## config.mk

```make
export PLATFORM = sky130hd
export DESIGN_NAME = dma_ctrl_flat
export DESIGN_NICKNAME = d
export VERILOG_FILES = /design/src/rtl/dma_ctrl_if.sv /design/src/rtl/dma_ctrl.sv /design/src/flat_wrapper.sv
export SDC_FILE = /design/constraint.sdc
export NUM_CORES = 1
export LEC_CHECK = 0
export CELL_PAD_IN_SITES_DETAIL_PLACEMENT = 1
export CELL_PAD_IN_SITES_GLOBAL_PLACEMENT = 1
export CORE_ASPECT_RATIO = 1.1
export CORE_MARGIN = 2
export CORE_UTILIZATION = 45
export DETAILED_ROUTE_END_ITERATION = 12
export PLACE_DENSITY_LB_ADDON = 0.05
export SLEW_MARGIN = 20
export SYNTH_ARGS = -nofsm -noshare
export SYNTH_HDL_FRONTEND = slang
export SYNTH_SLANG_ARGS = --single-unit
```

## constraint.sdc

```tcl
create_clock -name clk -period 7.15 [get_ports clk]
set_input_delay 1.7875 -clock clk [delete_from_list [all_inputs] [get_ports clk]]
set_output_delay 1.7875 -clock clk [all_outputs]
set_load 0.01 [all_outputs]
```

## src/rtl/dma_ctrl_if.sv

```systemverilog
`default_nettype none
// ============================================================================
// Module   : dma_ctrl_if
// Brief    : MMIO slot port plus memory master port of the block-copy DMA.
// Revision : 1.0
// ============================================================================
interface dma_ctrl_if;
   logic [2:0]  rs;
   logic        we;
   logic        en;
   logic [7:0]  din;
   logic [7:0]  dout;
   logic        rdy;
   logic        bus_own;
   logic [15:0] m_addr;
   logic        m_we;
   logic [7:0]  m_wdata;
   logic [7:0]  m_rdata;
   logic        irq;

   // slave: the DMA block itself; master: the slot controller / system side
   modport slave  (input  rs, we, en, din, m_rdata,
                   output dout, rdy, bus_own, m_addr, m_we, m_wdata, irq);
   modport master (output rs, we, en, din, m_rdata,
                   input  dout, rdy, bus_own, m_addr, m_we, m_wdata, irq);
endinterface
`default_nettype wire

```

## src/rtl/dma_ctrl.sv

```systemverilog
`default_nettype none
// ============================================================================
// Module   : dma_ctrl
// Brief    : Memory-to-memory block copy engine; stalls the CPU via RDY while
//            it owns the shared bus.
// Revision : 1.0
// ============================================================================
module dma_ctrl #(
   parameter int GRANT_DELAY = 1,
   parameter int RD_LATENCY  = 1
) (
   input  logic       clk,
   input  logic       rst,
   dma_ctrl_if.slave  bus
);

   typedef enum logic [2:0] {
      S_IDLE  = 3'd0,
      S_STALL = 3'd1,
      S_RD    = 3'd2,
      S_WAIT  = 3'd3,
      S_WR    = 3'd4
   } state_t;

   localparam logic [2:0] c_grant_init = 3'(GRANT_DELAY - 1);
   localparam logic [2:0] c_wait_init  = 3'(RD_LATENCY - 1);

   state_t      r_state;
   logic [15:0] r_src;
   logic [15:0] r_dst;
   logic [15:0] r_len;
   logic [2:0]  r_cnt;
   logic        r_done;
   logic        r_irq_en;
   logic        r_rdy;
   logic        r_bus_own;
   logic [15:0] r_m_addr;
   logic        r_m_we;
   logic [7:0]  r_m_wdata;

   logic        w_wr;
   logic        w_busy;
   logic [15:0] w_src_nxt;
   logic [15:0] w_dst_nxt;
   logic [15:0] w_len_nxt;

   assign w_wr      = bus.en & bus.we;
   assign w_busy    = (r_state != S_IDLE);
   assign w_src_nxt = r_src + 16'd1;
   assign w_dst_nxt = r_dst + 16'd1;
   assign w_len_nxt = r_len - 16'd1;

   always_ff @(posedge clk) begin
      if (rst) begin
         r_state   <= S_IDLE;
         r_src     <= 16'd0;
         r_dst     <= 16'd0;
         r_len     <= 16'd0;
         r_cnt     <= 3'd0;
         r_done    <= 1'b0;
         r_irq_en  <= 1'b0;
         r_rdy     <= 1'b1;
         r_bus_own <= 1'b0;
         r_m_addr  <= 16'd0;
         r_m_we    <= 1'b0;
         r_m_wdata <= 8'd0;
      end else begin
         case (r_state)
            S_IDLE: begin
               if (w_wr) begin
                  case (bus.rs)
                     3'd0: r_src[7:0]  <= bus.din;
                     3'd1: r_src[15:8] <= bus.din;
                     3'd2: r_dst[7:0]  <= bus.din;
                     3'd3: r_dst[15:8] <= bus.din;
                     3'd4: r_len[7:0]  <= bus.din;
                     3'd5: r_len[15:8] <= bus.din;
                     3'd6: begin
                        // irq_en is only taken from a start write; a bare
                        // clear-done write leaves it untouched
                        if (bus.din[0]) begin
                           r_irq_en <= bus.din[1];
                           if (r_len != 16'd0) begin
                              r_state <= S_STALL;
                              r_done  <= 1'b0;
                              r_rdy   <= 1'b0;
                              r_cnt   <= c_grant_init;
                           end else begin
                              r_done  <= 1'b1;
                           end
                        end else if (bus.din[7]) begin
                           r_done <= 1'b0;
                        end
                     end
                     default: ;
                  endcase
               end
            end
            S_STALL: begin
               if (r_cnt == 3'd0) begin
                  r_state   <= S_RD;
                  r_bus_own <= 1'b1;
                  r_m_addr  <= r_src;
               end else begin
                  r_cnt <= r_cnt - 3'd1;
               end
            end
            S_RD: begin
               r_state <= S_WAIT;
               r_cnt   <= c_wait_init;
            end
            S_WAIT: begin
               if (r_cnt == 3'd0) begin
                  r_state   <= S_WR;
                  r_m_addr  <= r_dst;
                  r_m_we    <= 1'b1;
                  r_m_wdata <= bus.m_rdata;
               end else begin
                  r_cnt <= r_cnt - 3'd1;
               end
            end
            S_WR: begin
               r_src  <= w_src_nxt;
               r_dst  <= w_dst_nxt;
               r_len  <= w_len_nxt;
               r_m_we <= 1'b0;
               if (w_len_nxt == 16'd0) begin
                  r_state   <= S_IDLE;
                  r_done    <= 1'b1;
                  r_rdy     <= 1'b1;
                  r_bus_own <= 1'b0;
                  r_m_addr  <= 16'd0;
                  r_m_wdata <= 8'd0;
               end else begin
                  r_state   <= S_RD;
                  r_m_addr  <= w_src_nxt;
               end
            end
            default: r_state <= S_IDLE;
         endcase
      end
   end

   always_comb begin
      bus.dout = 8'h00;
      case (bus.rs)
         3'd0: bus.dout = r_src[7:0];
         3'd1: bus.dout = r_src[15:8];
         3'd2: bus.dout = r_dst[7:0];
         3'd3: bus.dout = r_dst[15:8];
         3'd4: bus.dout = r_len[7:0];
         3'd5: bus.dout = r_len[15:8];
         3'd6: bus.dout = {r_done, 5'b00000, r_irq_en, w_busy};
         default: bus.dout = 8'h00;
      endcase
   end

   assign bus.rdy     = r_rdy;
   assign bus.bus_own = r_bus_own;
   assign bus.m_addr  = r_m_addr;
   assign bus.m_we    = r_m_we;
   assign bus.m_wdata = r_m_wdata;
   assign bus.irq     = r_done & r_irq_en;

endmodule
`default_nettype wire

```

## src/flat_wrapper.sv

```systemverilog
// flat-port wrapper written by rule: the top's interface ports become plain ports
module dma_ctrl_flat 
#(
   parameter int GRANT_DELAY = 1,
   parameter int RD_LATENCY  = 1
)
  (clk, rst, bus_rs, bus_we, bus_en, bus_din, bus_m_rdata, bus_dout, bus_rdy, bus_bus_own, bus_m_addr, bus_m_we, bus_m_wdata, bus_irq);
  dma_ctrl_if bus_i ();
  input  logic clk;
  input  logic rst;
  input wire logic [$bits(bus_i.rs)-1:0] bus_rs;
  input wire logic [$bits(bus_i.we)-1:0] bus_we;
  input wire logic [$bits(bus_i.en)-1:0] bus_en;
  input wire logic [$bits(bus_i.din)-1:0] bus_din;
  input wire logic [$bits(bus_i.m_rdata)-1:0] bus_m_rdata;
  output wire logic [$bits(bus_i.dout)-1:0] bus_dout;
  output wire logic [$bits(bus_i.rdy)-1:0] bus_rdy;
  output wire logic [$bits(bus_i.bus_own)-1:0] bus_bus_own;
  output wire logic [$bits(bus_i.m_addr)-1:0] bus_m_addr;
  output wire logic [$bits(bus_i.m_we)-1:0] bus_m_we;
  output wire logic [$bits(bus_i.m_wdata)-1:0] bus_m_wdata;
  output wire logic [$bits(bus_i.irq)-1:0] bus_irq;
  assign bus_i.rs = bus_rs;
  assign bus_i.we = bus_we;
  assign bus_i.en = bus_en;
  assign bus_i.din = bus_din;
  assign bus_i.m_rdata = bus_m_rdata;
  assign bus_dout = bus_i.dout;
  assign bus_rdy = bus_i.rdy;
  assign bus_bus_own = bus_i.bus_own;
  assign bus_m_addr = bus_i.m_addr;
  assign bus_m_we = bus_i.m_we;
  assign bus_m_wdata = bus_i.m_wdata;
  assign bus_irq = bus_i.irq;
  dma_ctrl #(.GRANT_DELAY(GRANT_DELAY), .RD_LATENCY(RD_LATENCY)) u_core (.clk(clk), .rst(rst), .bus(bus_i));
endmodule
```

==> results of run 1 <==
-- state kept, by name (all words and copies together), names as in the netlist --
signal / flops
u_core.bus.m_addr: 16
u_core.r_dst: 16
u_core.r_len: 16
u_core.r_src: 16
u_core.bus.m_wdata: 8
u_core.r_cnt: 3
u_core.r_state: 3
u_core.bus.bus_own: 1
u_core.bus.m_we: 1
u_core.bus.rdy: 1
u_core.r_done: 1
u_core.r_irq_en: 1
-- how the worst min path moves through the flow --
| stage | start | endpoint | slack (ps) | cells past startpoint |
|---|---|---|---|---|
| 6_report | u_core.bus.m_we | u_core.bus.m_we | 480 | 2 |
| 5_1_grt | u_core.bus.m_we | u_core.bus.m_we | 510 | 2 |
| 4_1_cts | u_core.bus.m_we | u_core.bus.m_we | 480 | 2 |
| 3_5_place_dp | u_core.bus.m_we | u_core.bus.m_we | 470 | 2 |
| 3_3_place_gp | u_core.bus.m_we | u_core.bus.m_we | 460 | 2 |
| 2_1_floorplan | u_core.r_cnt[0] | u_core.r_cnt[0] | 450 | 2 |
-- cells by family after synthesis --
kind of cell    count (synthesis)
buf+inv                        75
compound gates                246
fa+ha+maj                       6
mux                            21
simple gates                  260
flops                          83
xor+xnor                       16
-- per-layer routing --
layer  track usage, %  vias up
met5                0        -
met4             13.5        0
met3             5.85       57
met2             51.7      230
met1             43.8     2867
li1                 -     2641
-- placed cells by master (no fill, tap or decap), drive strengths merged, types with 7 or more instances in the layout --
cell type / count
nor2: 88
dfxtp: 83
nand2: 70
a21oi: 65
o21ai: 58
clkdlybuf4s50: 57
a22oi: 28
nand3: 22
and2: 15
nor3: 14
o22ai: 12
o31ai: 12
xnor2: 10
a41o: 10
clkbuf: 10
mux2i: 9
inv: 9
mux2: 9
and3: 8
a311oi: 8
buf: 8
nor4: 7
-- worst register-to-register path, stage by stage (launching register included) --
cell	delay, ps
dfxtp_1	470
inv_1	190
ha_1	360
or4b_4	560
o21ai_1	140
o21ai_0	130
and4bb_2	400
nand3_2	280
a31o_2	370
-- metrics by stage --
step | utilization [%] | hold WS [ps] | instances
2_1_floorplan | - | 453 | 707
3_3_place_gp | 51.3 | 464 | 857
3_5_place_dp | 51.3 | 474 | 857
4_1_cts | 53.9 | 483 | 873
5_1_grt | 53.9 | 511 | 873
6_report | 53.9 | 482 | 873
-- Yosys cell counts (6+ instances only) --
master,instances,area (um^2)
o22ai_1,12,75.1
and2_1,14,87.6
xnor2_1,10,87.6
o31ai_1,12,90.1
nand3_1,21,105
ha_1,6,75.1
nor3_1,13,65.1
nand2_1,70,263
a311oi_1,8,70.1
clkbuf_1,50,188
a21oi_1,65,325
inv_1,9,33.8
or3_1,6,37.5
a31oi_1,6,37.5
and3_1,8,50.1
a41o_1,10,100
o41ai_1,6,52.6
dfxtp_1,83,1660
mux2_2,9,101
buf_1,6,22.5
mux2i_1,9,90.1
o21ai_0,57,285
buf_2,7,35.0
xor2_1,6,52.6
nor2_1,88,330
a22oi_1,28,210
-- power breakdown --
group,internal (uW),leakage [uW],switching (uW)
Sequential,555,0.000671,143
Clock,280,0.000148,208
Combinational,344,0.00136,439
Total,1180,0.00218,790
-- final cells by class --
cell class | count | area, um^2 | share of cell area, %
tap | 150 | 188 | 3.02
inverter | 10 | 37.5 | 0.603
clock buffer | 10 | 239 | 3.84
clock inverter | 6 | 65.1 | 1.05
multi-input combinational | 549 | 3410 | 54.7
timing repair buffer | 65 | 628 | 10.1
sequential | 83 | 1660 | 26.7
==> results by group, run 1 <==
GRT
  – Largest net degree at the start of global routing: a little under 60
  – Vias in the first global route: 5766
  – Initial antenna violation count: 0
  – Global-route wire length before repair: about 33 mm
  – Grt ovf: 0
  – GRT Total Usage: 32.7%

Yosys
  – Post-synthesis mux area share: around 4.8%
  – Post-Synth Simple-Gate Area: between 20% and 30%
  – Post-synth ARST share: 0%
  – Yosys reg bits: 83
  – EDFF count, synth: 0
  – XOR/XNOR Fraction of Synth Area: 2.61%
  – Yosys cell types: 74
  – Post-synthesis adder-cell area fraction: roughly 1.4%
  – Sequential-to-total area share from yosys stat: 30.9%
  – Largest family of logic cells by synthesized area: compound AO/OA/AOI/OAI gates
  – Post-synth top flop: dfxtp_1
  – Syn nets: 736
  – Synth Area per Inst: 7.59 um^2
  – Synth Area in Compound Gates: 30.6%
  – Ys Warns: 0
  – Synthesized cell area: around 5400 um^2
  – Cells after synthesis: 707

STA
  – Slew Viols, Final: 0
  – Setup TNS: 0 ps
  – RSZ-0062 raised after global routing: false
  – Minimum clock period: about 6000 ps
  – Endpoints failing hold: 0
  – Worst-margin pin slew: ~1200 ps
  – Fmax: ~0.17 GHz
  – Final worst slack: roughly 1100 ps
  – Relative slew slack: approximately 22%
  – Final Setup Violations: 0
  – Final period utilization: 84.1%
  – Layout Skew: roughly 6.7 ps

Floorplanning
  – Row count: just over 40
  – Boundary pin count: 59
  – Die X: 108 um
  – Core ar.: about 12000 um^2
  – Die area: roughly 13000 um^2
  – Starting Density: between 40% and 50%
  – Chip height: around 120 um

Routing
  – Avg WL per Cell: 23.4 um
  – Drt drc: 0
  – Met2 wire length: around 9.3 mm
  – Top sig layer: met4
  – Via Count: between 5000 and 6000
  – Final ANT Viol Nets: 0
  – Via-to-Cell Ratio: between 6 and 7
  – Wl on met1: between 8 and 9 mm
  – Total wire length: around 20 mm
  – WL met3: roughly 1.5 mm
  – Drt first pass iters: 5
  – Initial DRC count: approximately 350

Pwr
  – Static leakage: roughly 0.0022 uW
  – Design Power: slightly below 2000 uW
  – Peak supply drop: roughly 0.18 mV
  – Pwr dens: roughly 320 nW/um^2

Worst setup path
  – Reg2reg start: u_core.r_len[1]
  – RR Endpoint: u_core.bus.bus_own
  – Crit path depth: 4
  – Setup crit end kind: output port
  – Required @ worst endpoint: between 5000 and 6000 ps
  – R2r worst-path depth: 8
  – CP Data Arrival Time: 4220 ps
  – End of the critical path: bus_dout[1]
  – Slowest stage cell on the critical path: clkdlybuf4s50_1
  – CP peak stage delay: 1060 ps
  – Worst Path Buf+Inv: 2
  – Setup slack, reg-to-reg: 4120 ps
  – CP Max Fanout: 22
  – Critical path startpoint category: primary input
  – Most used cell, CP: clkdlybuf4s50_1
  – Worst Setup SP: bus_rs[1]
  – Sequence of cells on the critical path: clkdlybuf4s50_1 > mux4_2 > mux2_2 > clkdlybuf4s50_1
  – Worst path top cell family by delay: buffers and inverters
  – Critical path class: in2out

Place
  – Placed cell areas: roughly 5900 um^2
  – GPL Wtd Cong: a little over 1
  – Detail Placement HPWL: about 14 mm
  – Number of port buffers: just under 60
  – Pre-CTS setup slack: 1150 ps

Clock network
  – Clk buf depth: 2
  – Clock sink total: 83
  – CTS root buffer: clkbuf_16
  – Worst skew pair latency: 350 ps
  – Post-CTS sizing: 0
  – Post-CTS Hold Buffers: 0
  – Number of CTS-inserted buffers: 9
  – Reg clk slew, reported paths: roughly 60 ps
  – TritonCTS clock tree: done
  – H-tree depth: 3
  – Setup Fix Bufs, Post-CTS: 0

Cells and area
  – Area Growth Syn to Fin: 15.9%
  – Post-Layout Inst Area: a little over 6000 um^2
  – Ant. Diodes: 0
  – Layout cells sized above 1: under 10%
  – Layout Nets: 747
  – Filler cells: roughly 1500

Run status
  – Status: complete, no violations

Min path
  – Hold Path Class: reg2reg

Job
  – Number of max-cap violations: 0
Note: power is estimated with default switching activity, not from simulation.
==> run 2, diff against run 1 <==
- CORE_UTILIZATION: 45 -> 38
- clock period: 7.15 -> 4.9 ns (I/O delays scaled with it)
==> run 2 against run 1 <==
Effect of this change:
- clock skew about the same
- global-route usage fell by 4.6 points
- first-iteration DRC count up 11%
- combinational power up 46%
- routed wire length up 3.0%
- final cell count up 5.0%
- core utilization decreased by 8.2 points
- critical endpoint is now bus_dout[0]
==> results by group, run 2 (same netlist as run 1, synthesis figures left out) <==
Run status
  – Status: complete, no violations

Routing
  – Final ANT Viol Nets: 0 (unchanged)
  – Via-to-Cell Ratio: 6.21 (-6.5%)
  – Via Count: 5694 (-1.7%)
  – Drt first pass iters: 5 (unchanged)
  – Wl on met1: 9.34 mm (+5.0%)
  – Total wire length: 21.0 mm (+3.0%)
  – Drt drc: 0 (unchanged)
  – Top sig layer: met4
  – Initial DRC count: 384 (+11%)
  – WL met3: 915 um (-40%)
  – Met2 wire length: 9.69 mm (+4.6%)
  – Avg WL per Cell: 22.9 um (-1.9%)

Worst setup path
  – CP Data Arrival Time: 3320 ps (-900 ps)
  – Critical path class: in2out
  – Setup crit end kind: output port
  – Critical path startpoint category: primary input
  – CP Max Fanout: 9 (-59%)
  – Required @ worst endpoint: 3670 ps (-1690 ps)
  – R2r worst-path depth: 8 (unchanged)

Clock network
  – Number of CTS-inserted buffers: 9 (unchanged)
  – Reg clk slew, reported paths: 60 ps (about the same)
  – H-tree depth: 3 (unchanged)
  – Post-CTS sizing: 0 (unchanged)
  – CTS root buffer: clkbuf_16
  – Worst skew pair latency: 350 ps (about the same)
  – Post-CTS Hold Buffers: 0 (unchanged)
  – Clock sink total: 83 (unchanged)
  – TritonCTS clock tree: done
  – Clk buf depth: 2 (unchanged)
  – Setup Fix Bufs, Post-CTS: 0 (unchanged)

Floorplanning
  – Boundary pin count: 59 (unchanged)
  – Die X: 117 um (+8.5%)
  – Row count: 45 (+9.8%)
  – Core ar.: 13800 um^2 (+20%)
  – Starting Density: 38.9% (-7.6 points)
  – Chip height: 129 um (+8.5%)
  – Die area: 15100 um^2 (+18%)

STA
  – RSZ-0062 raised after global routing: false
  – Layout Skew: 7.02 ps (+0.317 ps)
  – Endpoints failing hold: 0 (unchanged)
  – Fmax: 0.220 GHz
  – Setup TNS: 0 ps (unchanged)
  – Worst-margin pin slew: 871 ps (-295 ps)
  – Relative slew slack: 41.5% (+20 points)
  – Minimum clock period: between 4000 and 5000 ps
  – Slew Viols, Final: 0 (unchanged)
  – Final worst slack: 356 ps (-783 ps)
  – Final Setup Violations: 0 (unchanged)
  – Final period utilization: 92.7%

GRT
  – Global-route wire length before repair: 32.9 mm (+0.38%)
  – Grt ovf: 0 (unchanged)
  – GRT Total Usage: 28.1% (-4.6 points)
  – Initial antenna violation count: 0 (unchanged)
  – Largest net degree at the start of global routing: 58 (-1.7%)
  – Vias in the first global route: 5739 (-0.47%)

Cells and area
  – Most common cell after layout, fill and taps aside: nor2_1
  – Layout Nets: 754 (+0.94%)
  – Non-Filler Instances: 917 (+5.0%)
  – Finished Core Util: 45.8% (-8.2 points)
  – Layout cells sized above 1: 8.92% (+0.34 points)
  – Area Growth Syn to Fin: 17.6%
  – Most frequent cells in the layout: 88 x nor2_1, 83 x dfxtp_1, 70 x nand2_1
  – Ant. Diodes: 0 (unchanged)

Min path
  – Hold Path Class: reg2reg
  – Worst hold path depth: 1 (-1)

Place
  – Number of port buffers: 58 (unchanged)
  – Cells after DPL: 902 (+5.3%)
  – Detail Placement HPWL: 14.8 mm (+4.0%)
  – GPL Wtd Cong: 0.901 (-11%)
  – Pre-CTS setup slack: 359 ps (-788 ps)

Job
  – Number of max-cap violations: 0 (unchanged)

Pwr
  – Static leakage: 0.00221 uW (+1.5%)
  – Pwr dens: 454 nW/um^2 (+43%)
  – Design Power: 2870 uW (+46%)
  – Peak supply drop: 0.209 mV (+19%)
run 2: worst paths after layout:
kind                             end  slack, ps                from
setup / recovery         bus_dout[0]        360           bus_rs[1]
hold / removal    u_core.bus.bus_own        490  u_core.bus.bus_own
setup reg to reg  u_core.bus.bus_own       1930     u_core.r_len[1]
hold reg to reg   u_core.bus.bus_own        490  u_core.bus.bus_own
run 2: layout make-up:
type / count / area, um^2
Fill cell: 1708 / 7480
Clock buffer: 13 / 260
Multi-Input combinational cell: 549 / 3400
Inverter: 10 / 37.5
Timing Repair Buffer: 72 / 681
Clock inverter: 2 / 35.0
Tap cell: 188 / 235
Sequential cell: 83 / 1660
run 2: stage by stage:
step	hold slack (ps)	instance area [um^2]
after floorplan	453	5370
after global placement	448	6020
after detailed placement	477	6020
after CTS	499	6310
after global routing	506	6310
final	493	6310
run 2: per-layer routing:
metal / global-route usage (%) / vias to the layer above
met5: 0 / -
li1: - / 2656
met4: 17.5 / 0
met3: 3.90 / 59
met1: 36.0 / 2802
met2: 45.3 / 177
run 2: power by group:
part / leakage (uW) / switching [uW] / total, uW / internal [uW]
registers: 0.000671 / 206 / 1020 / 810
logic: 0.00139 / 638 / 1140 / 507
clock network: 0.000146 / 285 / 705 / 420
total: 0.00221 / 1130 / 2870 / 1740
run 2: worst max-delay path, stage by stage:
cell and delay [ps]:
clkdlybuf4s50_1 610, buf_4 280, nor2b_1 300, nand2_1 80, o21ai_0 100, mux2_2 190
clkdlybuf4s50_1 530
==> RTL edit, RTL diff (settings of run 2) <==
Register the output `bus.irq`; this adds one clock of latency there.
--- a/src/rtl/dma_ctrl.sv
+++ b/src/rtl/dma_ctrl.sv
@@ -160,7 +160,9 @@
    assign bus.m_addr  = r_m_addr;
    assign bus.m_we    = r_m_we;
    assign bus.m_wdata = r_m_wdata;
-   assign bus.irq     = r_done & r_irq_en;
+   always_ff @(posedge clk) begin
+      bus.irq <= r_done & r_irq_en;
+   end
 
 endmodule
 `default_nettype wire
Check against the original RTL: not equivalent (Yosys sat finds a counterexample within 4 cycles, from zero or initial values and one cycle with rst high).
==> RTL edit against run 2 <==
Wire length is 1.3% higher; synthesized area is 2.2% higher; synthesized cell count increased by 2.4%; die area rose by 2.1%; worst setup slack worse by 0.038 ns; total power increased by 8.4%; first-iteration DRC count increased by 27%; design area up 2.0%; non-clock buffer count fell by 2; final cell count is 2.8% higher; sequential cell count increased by 1; via count rose by 1.2%; critical path type unchanged; highest routed layer unchanged.
==> RTL edit: results (changes against run 2) <==
post-CTS sizing=0 (unchanged); Leakage Power=2.15 nW (-2.5%); post-place setup slack=0.335 ns (-0.0244 ns); synth warn=0 (unchanged); primary flip-flop cell chosen by synthesis mapping=sky130_fd_sc_hd__dfxtp_1; end point of the most critical hold path=u_core.bus.m_we; peak per-stage delay on the critical path=0.61 ns (about the same); final clock skew=0.00851 ns (+0.00149 ns); wire length of the first global-routing pass=33700 um (+2.2%); HPWL after DPL=15600 um (+5.5%); met1 capacity usage during global routing=39.0% (+3.1 points); routed wire length=21300 um (+1.3%); nets=775 (+2.8%); critical-path maximum fanout=12 (+3); outcome=completed; DR iter-0 viols=488 (+27%); H-tree depth reported by CTS=3 (unchanged); Finished Core Util=45.1% (-0.66 points); clock root buffer=sky130_fd_sc_hd__clkbuf_16; worst slew slack as a fraction of its limit=35.9% (-5.6 points); via count of the first global-routing pass=5630 (-1.9%); Remaining DRCs=0 (unchanged); clock-pin transition on the worst setup and hold timing paths=0.07 ns; postcts setup bufs=0 (unchanged); post-detailed-placement cell area=0.00614 sq mm (+2.0%); arrival time reported for the critical path endpoint=3.36 ns (+0.04 ns); number of iterations in the first detailed-routing pass=5 (unchanged); number of nets produced by synthesis=753 (+2.3%); worst IR drop on VDD=0.165 mV (-21%); final RePlAce weighted congestion=0.938 (+4.1%); count of vias placed by the detailed router=5760 (+1.2%); initial antenna violation count=0 (unchanged); combined global-route utilization of all metal layers=28.3% (+0.13 points); ranking of synthesized cells by instance count=sky130_fd_sc_hd__nor2_1, sky130_fd_sc_hd__dfxtp_1, sky130_fd_sc_hd__a21oi_1; critical hold path startpoint=u_core.bus.m_we; Port Buffers=58 (unchanged); cell count of the worst reg-to-reg path=8 (unchanged); Crit Reg-Reg Endpoint=u_core.bus.m_addr[8]; GR Util met2=45.4% (+0.098 points); fraction of final layout cells with drive strength greater than 1=8.79% (-0.13 points); maximum number of pins on one net before global-route repair=39 (-33%); antenna cells=0 (unchanged); sequential element share of the synthesized area=30.6% (-0.31 points); synth unique cells=69 (-6.8%); proportion of synthesized flip-flops having asynchronous set or reset=0% (unchanged); number of buffers on the longest clock path=2 (unchanged); reg2reg setup slack=1.84 ns (-0.09 ns); source of the worst register-to-register timing path=u_core.r_len[0]; class of the tightest hold or removal check=flip-flop to flip-flop; Hold Crit Depth=2 (+1); startpoint type of the worst setup path=input port; biggest area contributors in the synthesized netlist=sky130_fd_sc_hd__dfxtp_1, sky130_fd_sc_hd__a21oi_1, sky130_fd_sc_hd__nor2_1; met3 routing resource usage after global routing=4.33% (+0.43 points)
RTL edit: how the worst max path moves through the flow:
stage | startpoint | end | slack (ns) | cells past startpoint
6_report | bus_rs[1] | bus_dout[0] | 0.32 | 7
5_1_grt | bus_rs[1] | bus_dout[7] | 0.21 | 6
4_1_cts | bus_rs[1] | bus_dout[7] | 0.32 | 6
3_5_place_dp | bus_rs[1] | bus_dout[7] | 0.33 | 6
3_3_place_gp | bus_rs[1] | bus_dout[7] | 0.40 | 6
2_1_floorplan | bus_rs[0] | bus_dout[7] | 1.05 | 7
RTL edit: per-stage QoR:
| stage | hold slack, ns | cells |
|---|---|---|
| floorplan | 0.447 | 724 |
| global placement | 0.442 | 927 |
| detailed placement | 0.455 | 927 |
| CTS | 0.464 | 943 |
| global route | 0.502 | 943 |
| finish | 0.462 | 943 |
RTL edit: cells by family (layout without fill, tap and decap cells):
family | Yosys count | after routing | synth area share, %
AOI/OAI and AO/OA | 239 | 239 | 29.1
xor gates and xnor gates | 19 | 19 | 3.03
adders and majority gates | 6 | 6 | 1.37
buffers and inverters | 77 | 104 | 5.97
DFF | 84 | 84 | 30.6
muxes | 21 | 21 | 4.72
and+or+nand+nor | 278 | 278 | 25.1
RTL edit: worst max-delay path: cells and delay by family:
family          cells  cell delay [ns]
simple gates        2             0.40
mux                 1             0.20
compound gates      1             0.09
buf+inv             3             1.45
RTL edit: power breakdown:
| group | leakage, nW | internal (mW) | switching, mW |
|---|---|---|---|
| registers | 0.679 | 0.835 | 0.222 |
| clock network | 0.142 | 0.398 | 0.319 |
| logic | 1.33 | 0.577 | 0.754 |
RTL edit: layout make-up:
cell class	instances	area (sq um)
Clock buffer	9	225
Clock inverter	7	76.3
Fill cell	1781	7840
Inverter	18	67.6
Multi-Input combinational cell	563	3480
Sequential cell	84	1680
Tap cell	192	240
Timing Repair Buffer	70	666
RTL edit: metal layers:
| layer | wire length (um) | share of wire, % |
|---|---|---|
| met1 | 9720 | 46 |
| met2 | 9800 | 46 |
| met3 | 1240 | 5.8 |
| met4 | 536 | 2.5 |
| met5 | 0 | 0 |
